$ cat src/rtl/sram_1rw_ctrl_pkg.sv
// Shared types and default widths for the single-port 1RW SRAM initiator controller.
// The INIT state is only used when SRAM_INIT_EN is defined.
package sram_ctrl_pkg;

    localparam int unsigned DEF_ADDR_W = 10;
    localparam int unsigned DEF_DATA_W = 8;

    typedef enum logic {
        INIT = 1'b0,
        RUN  = 1'b1
    } ctrl_state_e;

    typedef struct packed {
        logic                  we;
        logic [DEF_ADDR_W-1:0] addr;
        logic [DEF_DATA_W-1:0] wdata;
    } sram_req_t;

    // Bits needed to hold an occupancy count of 0..depth inclusive.
    function automatic int unsigned cnt_width(input int unsigned depth);
        return $clog2(depth + 1);
    endfunction

endpackage

$ cat src/rtl/sram_1rw_ctrl_rsp_fifo.sv
// Synchronous response FIFO with simultaneous push/pop and occupancy count.
// Read data is presented from the head entry while non-empty.
module sram_rsp_fifo
    import sram_ctrl_pkg::*;
#(
    parameter int unsigned DEPTH = 4,
    parameter int unsigned WIDTH = 8
) (
    input  logic                        clk,
    input  logic                        rst,
    input  logic                        i_push,
    input  logic [WIDTH-1:0]            i_wdata,
    input  logic                        i_pop,
    output logic [WIDTH-1:0]            o_rdata,
    output logic                        o_full,
    output logic                        o_empty,
    output logic [cnt_width(DEPTH)-1:0] o_count
);

    localparam int unsigned PTR_W = (DEPTH > 1) ? $clog2(DEPTH) : 1;
    localparam int unsigned CNT_W = cnt_width(DEPTH);

    logic [WIDTH-1:0] r_mem [DEPTH];
    logic [PTR_W-1:0] r_wr_ptr;
    logic [PTR_W-1:0] r_rd_ptr;
    logic [CNT_W-1:0] r_count;
    logic             w_do_push;
    logic             w_do_pop;

    // Pointers wrap explicitly so non-power-of-two depths work.
    function automatic logic [PTR_W-1:0] ptr_inc(input logic [PTR_W-1:0] p);
        return (p == PTR_W'(DEPTH - 1)) ? '0 : PTR_W'(p + 1'b1);
    endfunction

    assign w_do_pop  = i_pop && (r_count != '0);
    assign w_do_push = i_push && ((r_count != CNT_W'(DEPTH)) || w_do_pop);

    always_ff @(posedge clk) begin
        if (w_do_push) begin
            r_mem[r_wr_ptr] <= i_wdata;
        end
    end

    always_ff @(posedge clk or posedge rst) begin
        if (rst) begin
            r_wr_ptr <= '0;
            r_rd_ptr <= '0;
            r_count  <= '0;
        end else begin
            if (w_do_push) begin
                r_wr_ptr <= ptr_inc(r_wr_ptr);
            end
            if (w_do_pop) begin
                r_rd_ptr <= ptr_inc(r_rd_ptr);
            end
            case ({w_do_push, w_do_pop})
                2'b10:   r_count <= CNT_W'(r_count + 1'b1);
                2'b01:   r_count <= CNT_W'(r_count - 1'b1);
                default: r_count <= r_count;
            endcase
        end
    end

    assign o_rdata = r_mem[r_rd_ptr];
    assign o_full  = (r_count == CNT_W'(DEPTH));
    assign o_empty = (r_count == '0);
    assign o_count = r_count;

endmodule

$ cat src/rtl/sram_1rw_ctrl.sv
// Initiator-side controller for a single-port 1RW SRAM macro with a credit-limited read path.
// Define SRAM_INIT_EN to zero-fill the macro after reset before accepting requests.
module sram_1rw_ctrl
    import sram_ctrl_pkg::*;
#(
    parameter int unsigned ADDR_W    = DEF_ADDR_W,
    parameter int unsigned DATA_W    = DEF_DATA_W,
    parameter int unsigned RSP_DEPTH = 4
) (
    input  logic              clk,
    input  logic              rst,
    input  logic              req_valid,
    output logic              req_ready,
    input  logic              req_we,
    input  logic [ADDR_W-1:0] req_addr,
    input  logic [DATA_W-1:0] req_wdata,
    output logic              rsp_valid,
    input  logic              rsp_ready,
    output logic [DATA_W-1:0] rsp_rdata,
    output logic              init_done,
    output logic [ADDR_W-1:0] sram_a,
    output logic              sram_csb,
    output logic              sram_web,
    output logic              sram_oeb,
    output logic [DATA_W-1:0] sram_i,
    input  logic [DATA_W-1:0] sram_o
);

    localparam int unsigned CNT_W = cnt_width(RSP_DEPTH);
    localparam int unsigned OUT_W = CNT_W + 1;

    logic              w_accept;
    logic              w_pop;
    logic              w_full;
    logic              w_empty;
    logic [CNT_W-1:0]  w_count;
    logic [OUT_W-1:0]  w_credit_used;
    logic              w_init_done;

    logic              r_p0_rd;
    logic              r_p1_rd;
    logic              r_csb;
    logic              r_web;
    logic              r_oeb;
    logic [ADDR_W-1:0] r_a;
    logic [DATA_W-1:0] r_i;

    logic              w_csb_nxt;
    logic              w_web_nxt;
    logic [ADDR_W-1:0] w_a_nxt;
    logic [DATA_W-1:0] w_i_nxt;

`ifdef SRAM_INIT_EN
    ctrl_state_e       r_state;
    ctrl_state_e       w_state_nxt;
    logic [ADDR_W-1:0] r_init_addr;
    logic [ADDR_W-1:0] w_init_addr_nxt;

    always_ff @(posedge clk or posedge rst) begin
        if (rst) begin
            r_state     <= INIT;
            r_init_addr <= '0;
        end else begin
            r_state     <= w_state_nxt;
            r_init_addr <= w_init_addr_nxt;
        end
    end

    assign w_init_done = (r_state == RUN);
`else
    assign w_init_done = 1'b1;
`endif

    // Reads in the pin/macro pipeline plus queued responses, net of this cycle's pop.
    assign w_pop         = rsp_valid && rsp_ready;
    assign w_credit_used = OUT_W'(r_p0_rd) + OUT_W'(r_p1_rd) + OUT_W'(w_count) - OUT_W'(w_pop);
    assign req_ready     = w_init_done && (w_credit_used < OUT_W'(RSP_DEPTH));
    assign w_accept      = req_valid && req_ready;

    // Next pin values: idle deselects, init sweep writes zero, accepted requests drive the macro.
    always_comb begin
        w_csb_nxt = 1'b1;
        w_web_nxt = 1'b1;
        w_a_nxt   = r_a;
        w_i_nxt   = r_i;
`ifdef SRAM_INIT_EN
        w_state_nxt     = r_state;
        w_init_addr_nxt = r_init_addr;
        case (r_state)
            INIT: begin
                w_csb_nxt       = 1'b0;
                w_web_nxt       = 1'b0;
                w_a_nxt         = r_init_addr;
                w_i_nxt         = '0;
                w_init_addr_nxt = ADDR_W'(r_init_addr + 1'b1);
                if (r_init_addr == '1) begin
                    w_state_nxt = RUN;
                end
            end
            default: begin
            end
        endcase
`endif
        if (w_accept) begin
            w_csb_nxt = 1'b0;
            w_web_nxt = ~req_we;
            w_a_nxt   = req_addr;
            if (req_we) begin
                w_i_nxt = req_wdata;
            end
        end
    end

    always_ff @(posedge clk or posedge rst) begin
        if (rst) begin
            r_csb   <= 1'b1;
            r_web   <= 1'b1;
            r_oeb   <= 1'b1;
            r_a     <= '0;
            r_i     <= '0;
            r_p0_rd <= 1'b0;
            r_p1_rd <= 1'b0;
        end else begin
            r_csb   <= w_csb_nxt;
            r_web   <= w_web_nxt;
            r_a     <= w_a_nxt;
            r_i     <= w_i_nxt;
            r_p0_rd <= w_accept && !req_we;
            r_p1_rd <= r_p0_rd;
            r_oeb   <= ~r_p0_rd;
        end
    end

    // Macro output is valid the cycle after it samples a read; capture it then.
    sram_rsp_fifo #(
        .DEPTH (RSP_DEPTH),
        .WIDTH (DATA_W)
    ) u_rsp_fifo (
        .clk     (clk),
        .rst     (rst),
        .i_push  (r_p1_rd),
        .i_wdata (sram_o),
        .i_pop   (w_pop),
        .o_rdata (rsp_rdata),
        .o_full  (w_full),
        .o_empty (w_empty),
        .o_count (w_count)
    );

    a_rsp_no_overflow: assert property (@(posedge clk) disable iff (rst) !(r_p1_rd && w_full && !w_pop));

    assign rsp_valid = ~w_empty;
    assign init_done = w_init_done;
    assign sram_a    = r_a;
    assign sram_csb  = r_csb;
    assign sram_web  = r_web;
    assign sram_oeb  = r_oeb;
    assign sram_i    = r_i;

endmodule
$ cat config.mk
export PLATFORM = sky130hd
export DESIGN_NAME = sram_1rw_ctrl
export DESIGN_NICKNAME = d
export VERILOG_FILES = /design/src/rtl/sram_1rw_ctrl_pkg.sv /design/src/rtl/sram_1rw_ctrl_rsp_fifo.sv /design/src/rtl/sram_1rw_ctrl.sv
export SDC_FILE = /design/constraint.sdc
export NUM_CORES = 1
export LEC_CHECK = 0
export CAP_MARGIN = 0
export CELL_PAD_IN_SITES_DETAIL_PLACEMENT = 0
export CELL_PAD_IN_SITES_GLOBAL_PLACEMENT = 2
export CORE_ASPECT_RATIO = 1.75
export CORE_MARGIN = 4
export CORE_UTILIZATION = 31
export DETAILED_ROUTE_END_ITERATION = 12
export PLACE_DENSITY_LB_ADDON = 0.1
export SLEW_MARGIN = 0
export SYNTH_ARGS = -nofsm -noshare
export SYNTH_HDL_FRONTEND = slang
export SYNTH_SLANG_ARGS = --single-unit
$ cat constraint.sdc
create_clock -name clk -period 2.63 [get_ports clk]
set_clock_uncertainty 0.15 [all_clocks]
set_input_delay 0.3945 -clock clk [delete_from_list [all_inputs] [get_ports clk]]
set_output_delay 0.3945 -clock clk [all_outputs]
set_load 0.02 [all_outputs]
# --- Yosys cells after proc, flatten, opt, wreduce, memory -nomap -nowiden ---
# Memories as Yosys holds them, arrays and structs flattened.
# Cells that the tools add are included.
classes:
  reduce_logical: 11
  n_mux: 7
  n_lt_le_gt_ge: 1
  eq_ne: 5
  bitwise_logic: 3
  n_addsub: 7
op_table:
  columns: ["operator", "n"]
  rows:
  - ["2-bit equality test (second input constant)", 3]
  - ["3-bit case mux with 2 select lines", 1]
  - ["1-bit logical AND", 5]
  - ["2-bit by 1-bit adder with 2-bit output (second input constant)", 2]
  - ["2-bit by 3-bit adder with 4-bit output", 1]
  - ["4-bit by 3-bit < comparator with 1-bit output (second input constant)", 1]
  - ["1-bit 2-to-1 mux", 4]
  - ["2-bit 2-to-1 mux", 2]
  - ["4-bit by 1-bit subtractor with 4-bit output", 1]
  - ["3-bit by 1-bit adder with 3-bit output (second input constant)", 1]
  - ["3-bit zero test", 1]
  - ["3-bit inequality test (second input constant)", 1]
  - ["1-bit NOT", 3]
  - ["3-bit nonzero test", 1]
  - ["3-bit by 1-bit subtractor with 3-bit output (second input constant)", 1]
  - ["1-bit by 1-bit adder with 2-bit output", 1]
  - ["2-bit by 1-bit equality test with 1-bit output (second input constant)", 1]
  - ["2-bit AND reduction", 1]
  - ["2-bit nonzero test", 1]
  - ["1-bit zero test", 1]
  - ["1-bit logical OR", 1]
totals:
  reg_bits: 30
  output_inout_bits: 32
  ram_bits: 32
  n_memories: 1
  in_bits: 31
  wordCells: 45
memory_table:
  columns: ["name", "words", "width", "read_ports", "rd_ports_with_merged_regs", "write_ports", "line_no", "source"]
  rows:
  - ["u_rsp_fifo.r_mem", 4, 8, 1, 0, 1, "sram_1rw_ctrl_rsp_fifo.sv:23", "logic [WIDTH-1:0] r_mem [DEPTH];"]

# --- Depth between registers and ports, before layout ---
# Gate-level depths: netlist of the first run.
logic_depth:
  ltp_word: 8
  ltp_mapped: 11
  depth_no_buf: 10

# --- Cells and area by module ---
# Synthesis of the first run repeated with hierarchy kept, for this count alone.
unflattened:
  hier_cells: 158
  area_unflattened_um2: 2690.1
modules_own_cells:
  columns: ["module", "n_inst", "seq_area_each_um2", "cells_per_inst", "area_each_um2"]
  rows:
  - ["sram_rsp_fifo", 1, 1136.1, 84, 1619.1]
  - ["sram_1rw_ctrl", 1, 579.3, 74, 1071.0]

# --- Least setup slack after synthesis of the first run ---
# No wires, ideal clock.
synth_timing:
  path_kind: "register to register"
  from: "reg u_rsp_fifo.r_count[0] (netlist: u_rsp_fifo.o_count[0])"
  to: "reg r_a[0] (netlist: sram_a[0])"
  arrival_ps: 2765
  period_less_slack_ps: 3040
  setup_ps: 125
  path_stages_with_launch: 12
  slack_ps: -410
  path_buffers: 1
  required_time_ps: 2355
  cell_sequence: "dfrtp_1 -> or3_1 -> nand2_1 -> inv_1 -> ha_1 -> inv_1 -> ha_1 -> nand3_1 -> and3_1 -> o31ai_4 -> buf_4 -> mux2_2"
synth_via:
  elab_chain_len: 6
  elab_cells_between_ends: 7
  classes_between: "2 x add/sub; 1 x order compare; 1 x bitwise; 3 x reduce/logical"
synth_rtl:
  columns: ["item", "line_no", "source"]
  rows:
  - ["start: declaration", "sram_1rw_ctrl_rsp_fifo.sv:26", "logic [CNT_W-1:0] r_count;"]
  - ["start signal: assignment", "sram_1rw_ctrl_rsp_fifo.sv:57", "2'b10: r_count <= CNT_W'(r_count + 1'b1);"]
  - ["start signal: assignment", "sram_1rw_ctrl_rsp_fifo.sv:58", "2'b01: r_count <= CNT_W'(r_count - 1'b1);"]
  - ["start signal: assignment", "sram_1rw_ctrl_rsp_fifo.sv:59", "default: r_count <= r_count;"]
  - ["3-bit zero test", "sram_1rw_ctrl_rsp_fifo.sv:66", "assign o_empty = (r_count == '0);"]
  - ["1-bit NOT", "sram_1rw_ctrl.sv:152", "assign rsp_valid = ~w_empty;"]
  - ["named net rsp_valid", "sram_1rw_ctrl.sv:17", "output logic rsp_valid,"]
  - ["1-bit logical AND", "sram_1rw_ctrl.sv:75", "assign w_pop = rsp_valid && rsp_ready;"]
  - ["4-bit by 1-bit subtractor with 4-bit output", "sram_1rw_ctrl.sv:76", "assign w_credit_used = OUT_W'(r_p0_rd) + OUT_W'(r_p1_rd) + OUT_W'(w_count) - OUT_W'(w_pop);"]
  - ["4-bit by 3-bit < comparator with 1-bit output", "sram_1rw_ctrl.sv:77", "assign req_ready = w_init_done && (w_credit_used < OUT_W'(RSP_DEPTH));"]
  - ["1-bit logical AND", "sram_1rw_ctrl.sv:78", "assign w_accept = req_valid && req_ready;"]
  - ["end signal: assignment", "sram_1rw_ctrl.sv:126", "r_a <= w_a_nxt;"]
  - ["end: declaration", "sram_1rw_ctrl.sv:45", "logic [ADDR_W-1:0] r_a;"]
# The timed path passes the listed nets, and every way through them passes these cells.
# A chain may end at the register's enable or synchronous reset.

# --- Worst setup path after layout of the first run ---
layout_timing:
  from: "reg u_rsp_fifo.r_count[0] (netlist: u_rsp_fifo.o_count[0])"
  to: "out req_ready"
layout_via:
  elab_chain_len: 5
  elab_cells_between_ends: 6
  classes_between: "2 x add/sub; 1 x order compare; 1 x bitwise; 2 x reduce/logical"
layout_rtl:
  columns: ["item", "line_no", "source"]
  rows:
  - ["parallel branches: the longest is 3 deep, another holds 2-bit by 3-bit adder with 4-bit output", null, null]
  - ["4-bit by 1-bit subtractor with 4-bit output *", "sram_1rw_ctrl.sv:76", null]
  - ["4-bit by 3-bit < comparator with 1-bit output *", "sram_1rw_ctrl.sv:77", null]
  - ["end: declaration", "sram_1rw_ctrl.sv:13", "output logic req_ready,"]
# Every way passes the cells marked *.

==> metrics.txt, run 1 <==
failing checks negative setup slack; PD cells 1250 nW/um2; placed cell count 314; Tcrit/Tclk final 1.16; startpoint types flop; antenna diode count 0; leakage power total 1.61 nW; sequential share of power 0.294; share of cells above drive strength 1 0.352; global-route wire length before repair 9070 um; initial DRC count 50; Critical Path RT 2090 ps; H-tree Lvls 3; Max Cap Viol 0; die height 128 um; syn_nets 192; cell count after synthesis 150; Final Util 0.495; via count 1,554; combinational power share 0.486; FF-to-FF End sram_a[6]$_DFFE_PP0P_; routed len/inst 16.5 um; Slew @ Worst Pin 573 ps; pre-CTS WS -616 ps; Pre-antenna DRT Iters 2; CTS tree yes; area grow syn2layout 54.9%; Synth top area share 0.375; initial antenna violation count 0; number of synthesized flops with an enable pin 32; die area 9840 um2; status finished with violations; GRT Total Usage 0.124; Clk Latency, worst-skew pair 320 ps; CP Capture Type primary output; GPL Wtd Cong 0.713; clock-pin slew on the worst setup and hold paths 50 ps; Syn Area/Cell 17.1 um2; min Tclk post-route 3050 ps; TritonCTS Buffers 9; final hold violations 0; CTS Buffer Depth 2; count leader, synth edfxtp_1; Port Buffers 61; placed cell area 3480 um2; Core Area 8020 um2; async set-reset flop share out of synthesis 0.484; Clock Sinks 62; DRT antenna net count 0; final setup vio count 20; Reg2Reg Depth 13; Main synth FF type edfxtp_1; Worst VDD drop 619 uV; NetSw 1.63 mW; reg-to-reg startpoint u_rsp_fifo.o_count[0]$_DFFE_PP0P_; yosys warns 0; Worst Path Arrival 2500 ps; type of the tightest min-delay check input pin to async pin; crit path kind flop to primary output; Die Span X 76.7 um; max-slew headroom at the worst pin 0.618; Final HPWL DP 4010 um; worst setup margin -418 ps; Starting Density 0.320; Slew Viols, Final 0; internal power 3.33 mW; Post-synth top cells edfxtp_1, dfrtp_1, mux2_2, inv_1, ha_1; Final #Nets 284; FP Rows 43; flop2flop setup slack -290 ps; pin count of the biggest net entering global routing 18; count of different cell masters after synthesis 31; Clock Tree Root clkbuf_16; register bit total from synthesis 62; Critical Path Start u_rsp_fifo.o_count[0]$_DFFE_PP0P_; FMAX 328 MHz; RSZ-0062 raised after global routing yes; cell area after synthesis 2560 um2; fin area 3970 um2; DRC viols 0; WHS 277 ps; post-synth top area cell edfxtp_1; vias in the first global route 1,820; Cell Count, Final, Fillers Out 337; vias per cell 4.61; worst-path fanout max 3; Clk pwr share 0.220; switching share of power 0.329; IO Pins 63; sequential-to-total area share from yosys stat 0.669; WL final 5560 um; gr ovfl total 0; Area contributors post-synth edfxtp_1, dfrtp_1, mux2_2
[per-layer routing]
layer	global-route usage	wire, um	vias to the layer above	share of wire
met5	0	0	-	0
met4	0.0704	144	0	0.026
met3	0.0394	289	12	0.052
met2	0.233	3130	51	0.56
met1	0.117	2000	761	0.36
li1	-	-	730	-
[worst max-delay path, stage by stage (launching register included)]
cell and delay (ps):
dfrtp_1 370, or3_4 410, nand2_4 80, inv_4 40, ha_4 240, inv_2 40, ha_4 260, nand3_4 60
and3_4 160, or3_4 380, buf_6 140
[worst max path at each step]
stage	slack, ps	cells past startpoint	end
finish	-420	10	req_ready
CTS	-430	10	req_ready
floorplan	-180	10	sram_i[0]$_DFFE_PP0P_
global route	-490	10	req_ready
global placement	-600	10	req_ready
detailed placement	-620	10	req_ready
[cells by family after synthesis]
family	synth area share
adder cells (fa/ha/maj)	0.0566
XOR/XNOR	0.0103
multiplexers	0.158
AO/OA/AOI/OAI	0.0317
flip-flops	0.669
AND/OR/NAND/NOR	0.0444
other	0.00146
buffers and inverters	0.0283
[cell type report]
| class | instances | area, um2 |
|---|---|---|
| tap | 90 | 113 |
| clock inverter | 6 | 45.0 |
| sequential | 62 | 1720 |
| fill | 674 | 4050 |
| clock buffer | 10 | 239 |
| timing repair buffer | 85 | 868 |
| inverter | 13 | 51.3 |
| multi-input combinational | 71 | 937 |
[what timing repair did]
action | CTS | global route
setup buffers | 7 | 0
hold buffers | 0 | 0
pin swaps | 9 | 0
resized for setup | 37 | 1
cloned | 1 | 0
setup endpoints to repair | 19 | 21
[cell usage in the layout (no fill, tap or decap), types with 2 or more instances in the layout]
cell type,Yosys,final
o31ai_4,2,2
o21ai_0,2,2
mux4_2,8,8
and2_1,5,5
clkbuf_16,0,9
clkinvlp_4,0,3
inv_2,0,2
edfxtp_1,32,32
inv_1,13,10
xnor2_1,2,2
ha_1,10,7
buf_6,0,6
clkdlybuf4s50_1,0,60
nor2_1,3,3
nand2_1,3,2
dfrtp_1,27,27
dfstp_2,3,3
buf_12,0,3
or3_4,0,2
a21oi_4,0,2
mux2_4,0,18
ha_4,0,3
buf_4,2,15
[power groups by stage]
| stage | Clock (mW) | Combinational (mW) | Sequential [mW] |
|---|---|---|---|
| 6_report | 1.09 | 2.41 | 1.46 |
| 5_1_grt | 1.17 | 2.58 | 1.49 |
| 4_1_cts | 1.12 | 2.44 | 1.46 |
| 3_5_place_dp | 0 | 2.09 | 1.47 |
| 3_3_place_gp | 0 | 2.04 | 1.45 |
| 2_1_floorplan | 0 | 1.01 | 1.62 |
[flip-flops by register name, summed over array words and instances (netlist names)]
signal and flops:
u_rsp_fifo.r_mem 32, sram_a 10, sram_i 8, u_rsp_fifo.o_count 3, u_rsp_fifo.r_rd_ptr 2, u_rsp_fifo.r_wr_ptr 2, r_p0_rd 1, r_p1_rd 1
sram_csb 1, sram_oeb 1, sram_web 1
[stage by stage]
step	power [mW]	TNS [ps]
floorplan	2.64	-3070
detailed placement	3.56	-7300
CTS	5.02	-4800
global route	5.24	-6430
global placement	3.50	-6220
finish	4.95	-4840
(Power assumes the default switching activity.)
==> run 2, diff against run 1 <==
CTS_CLUSTER_DIAMETER = 150   (was default)
GPL_TIMING_DRIVEN = 0   (was default)
==> run 2 against run 1 <==
  * The run still ends with negative setup slack left
  * Register-to-register slack lost 50 ps
  * Worst hold slack improved by 27 ps
  * Via count decreased by 1.0%
  * Final area down 1.6%
  * Sequential share of layout area up 0.75 points
  * Critical path depth unchanged
  * First-iteration DRC count up 10%
  * Core utilization is 0.81 points lower
  * Combinational power shrank 2%
  * Fmax fell by 0.86%
  * Critical path type unchanged
==> metrics.txt, run 2 (synthesized netlist as in run 1, its figures left out) <==
status finished with violations; failing checks negative setup slack; Starting Density 0.320; WHS 304 ps; initial DRC count 55; Clk Latency, worst-skew pair 320 ps; share of cells above drive strength 1 0.325; worst setup margin -444 ps; clock-pin slew on the worst setup and hold paths 50 ps; vias in the first global route 1,771; Pre-antenna DRT Iters 4; min Tclk post-route 3070 ps; most frequent cells in the layout clkdlybuf4s50_1, edfxtp_1, dfrtp_1, mux2_4, inv_1; FMAX 325 MHz; Die Span X 76.7 um; CTS tree yes; Port Buffers 61; Final HPWL DP 3930 um; total power draw 5.02 mW; FP Rows 43; die area 9840 um2; routed len/inst 17.1 um; initial antenna violation count 0; Buf/Inv on CP 3; Worst Path Arrival 2530 ps; Largest register FFs 32; CP cell instances or3_4, nand2_4, inv_4, ha_4, inv_2, ha_4, nand3_4, and4_4, or3_4, buf_6; IO Pins 63; antenna diode count 0; Hold-fix buffers, CTS 0; critical path's largest stage delay 400 ps; crit path kind flop to primary output; WL final 5640 um; WP depth 10; placed cell count 301; DRT antenna net count 0; CTS Buffer Depth 2; RSZ-0062 raised after global routing yes; Final #Nets 278; final setup vio count 20; Critical Path RT 2090 ps; Biggest register u_rsp_fifo.r_mem; Cell Count, Final, Fillers Out 330; cell family with most CP delay simple AND/OR/NAND/NOR gates; hold depth 0; gr ovfl total 0; pin count of the biggest net entering global routing 31; GRT Total Usage 0.126; GRT met3 Usage 0.0345; PD cells 1290 nW/um2; most common cell after layout, fill and taps aside clkdlybuf4s50_1; type of the tightest min-delay check flop to flop; via count 1,538; TritonCTS Buffers 9; Slew Viols, Final 0; Clock Tree Root clkbuf_16; GPL Wtd Cong 0.650; Clock Sinks 62; Fin Setup TNS -6240 ps; die height 128 um; Reg2Reg Depth 12; vias per cell 4.66; GR peak layer met2; DRC viols 0; worst-path fanout max 3; max-slew headroom at the worst pin 0.227; Crit-path slowest cell or3_4; Tcrit/Tclk final 1.17; leakage power total 1.59 nW; GRT met2 Usage 0.233; Slew @ Worst Pin 1160 ps; H-tree Lvls 3; final hold violations 0; startpoint types flop; Core Area 8020 um2; Worst VDD drop 735 uV; Max Cap Viol 0; M1 GR Usage 0.120; area grow syn2layout 52.3%; global-route wire length before repair 9140 um; CP Capture Type primary output
-- run 2: through the flow --
stage | utilization | cell area, um2 | worst slack [ps]
floorplan | - | 2620 | -180
finish | 0.487 | 3900 | -444
global route | 0.487 | 3900 | -525
CTS | 0.484 | 3880 | -489
detailed placement | 0.417 | 3340 | -838
global placement | 0.417 | 3340 | -807
-- run 2: layout make-up --
cell class / instances / area [um2]
Inverter: 13 / 51.3
Sequential cell: 62 / 1720
Timing Repair Buffer: 75 / 754
Clock buffer: 9 / 225
Clock inverter: 6 / 87.6
Multi-Input combinational cell: 71 / 925
Buffer: 4 / 31.3
Tap cell: 90 / 113
Fill cell: 680 / 4110
-- run 2: repair_timing --
| item | CTS | global route |
|---|---|---|
| endpoints found under the setup margin | 30 | 23 |
| resized for setup | 38 | 3 |
| pin swaps | 8 | 3 |
| gates cloned | 1 | 0 |
| setup buffers | 11 | 2 |
-- run 2: worst paths after layout --
check / from / slack, ps / to
hold / removal: r_p0_rd$_DFF_PP0_ / 300 / r_p1_rd$_DFF_PP0_
setup / recovery: u_rsp_fifo.o_count[2]$_DFFE_PP0P_ / -440 / req_ready
min in group asynchronous: rst / 530 / sram_a[4]$_DFFE_PP0P_
hold reg to reg: r_p0_rd$_DFF_PP0_ / 300 / r_p1_rd$_DFF_PP0_
setup reg to reg: u_rsp_fifo.o_count[2]$_DFFE_PP0P_ / -340 / sram_a[3]$_DFFE_PP0P_
max in group asynchronous: rst / 1020 / u_rsp_fifo.o_count[0]$_DFFE_PP0P_
-- run 2: power by group --
part | leakage, nW | internal [mW] | switching [mW] | total (mW)
clock network | 0.145 | 0.821 | 0.403 | 1.22
logic | 0.799 | 1.29 | 1.06 | 2.36
registers | 0.644 | 1.30 | 0.137 | 1.44
total | 1.59 | 3.41 | 1.60 | 5.02
-- run 2: metal layers --
| metal | up-vias | part of all wire |
|---|---|---|
| li1 | 713 | - |
| met1 | 764 | 0.35 |
| met2 | 50 | 0.58 |
| met3 | 11 | 0.053 |
| met4 | 0 | 0.026 |
| met5 | - | 0 |
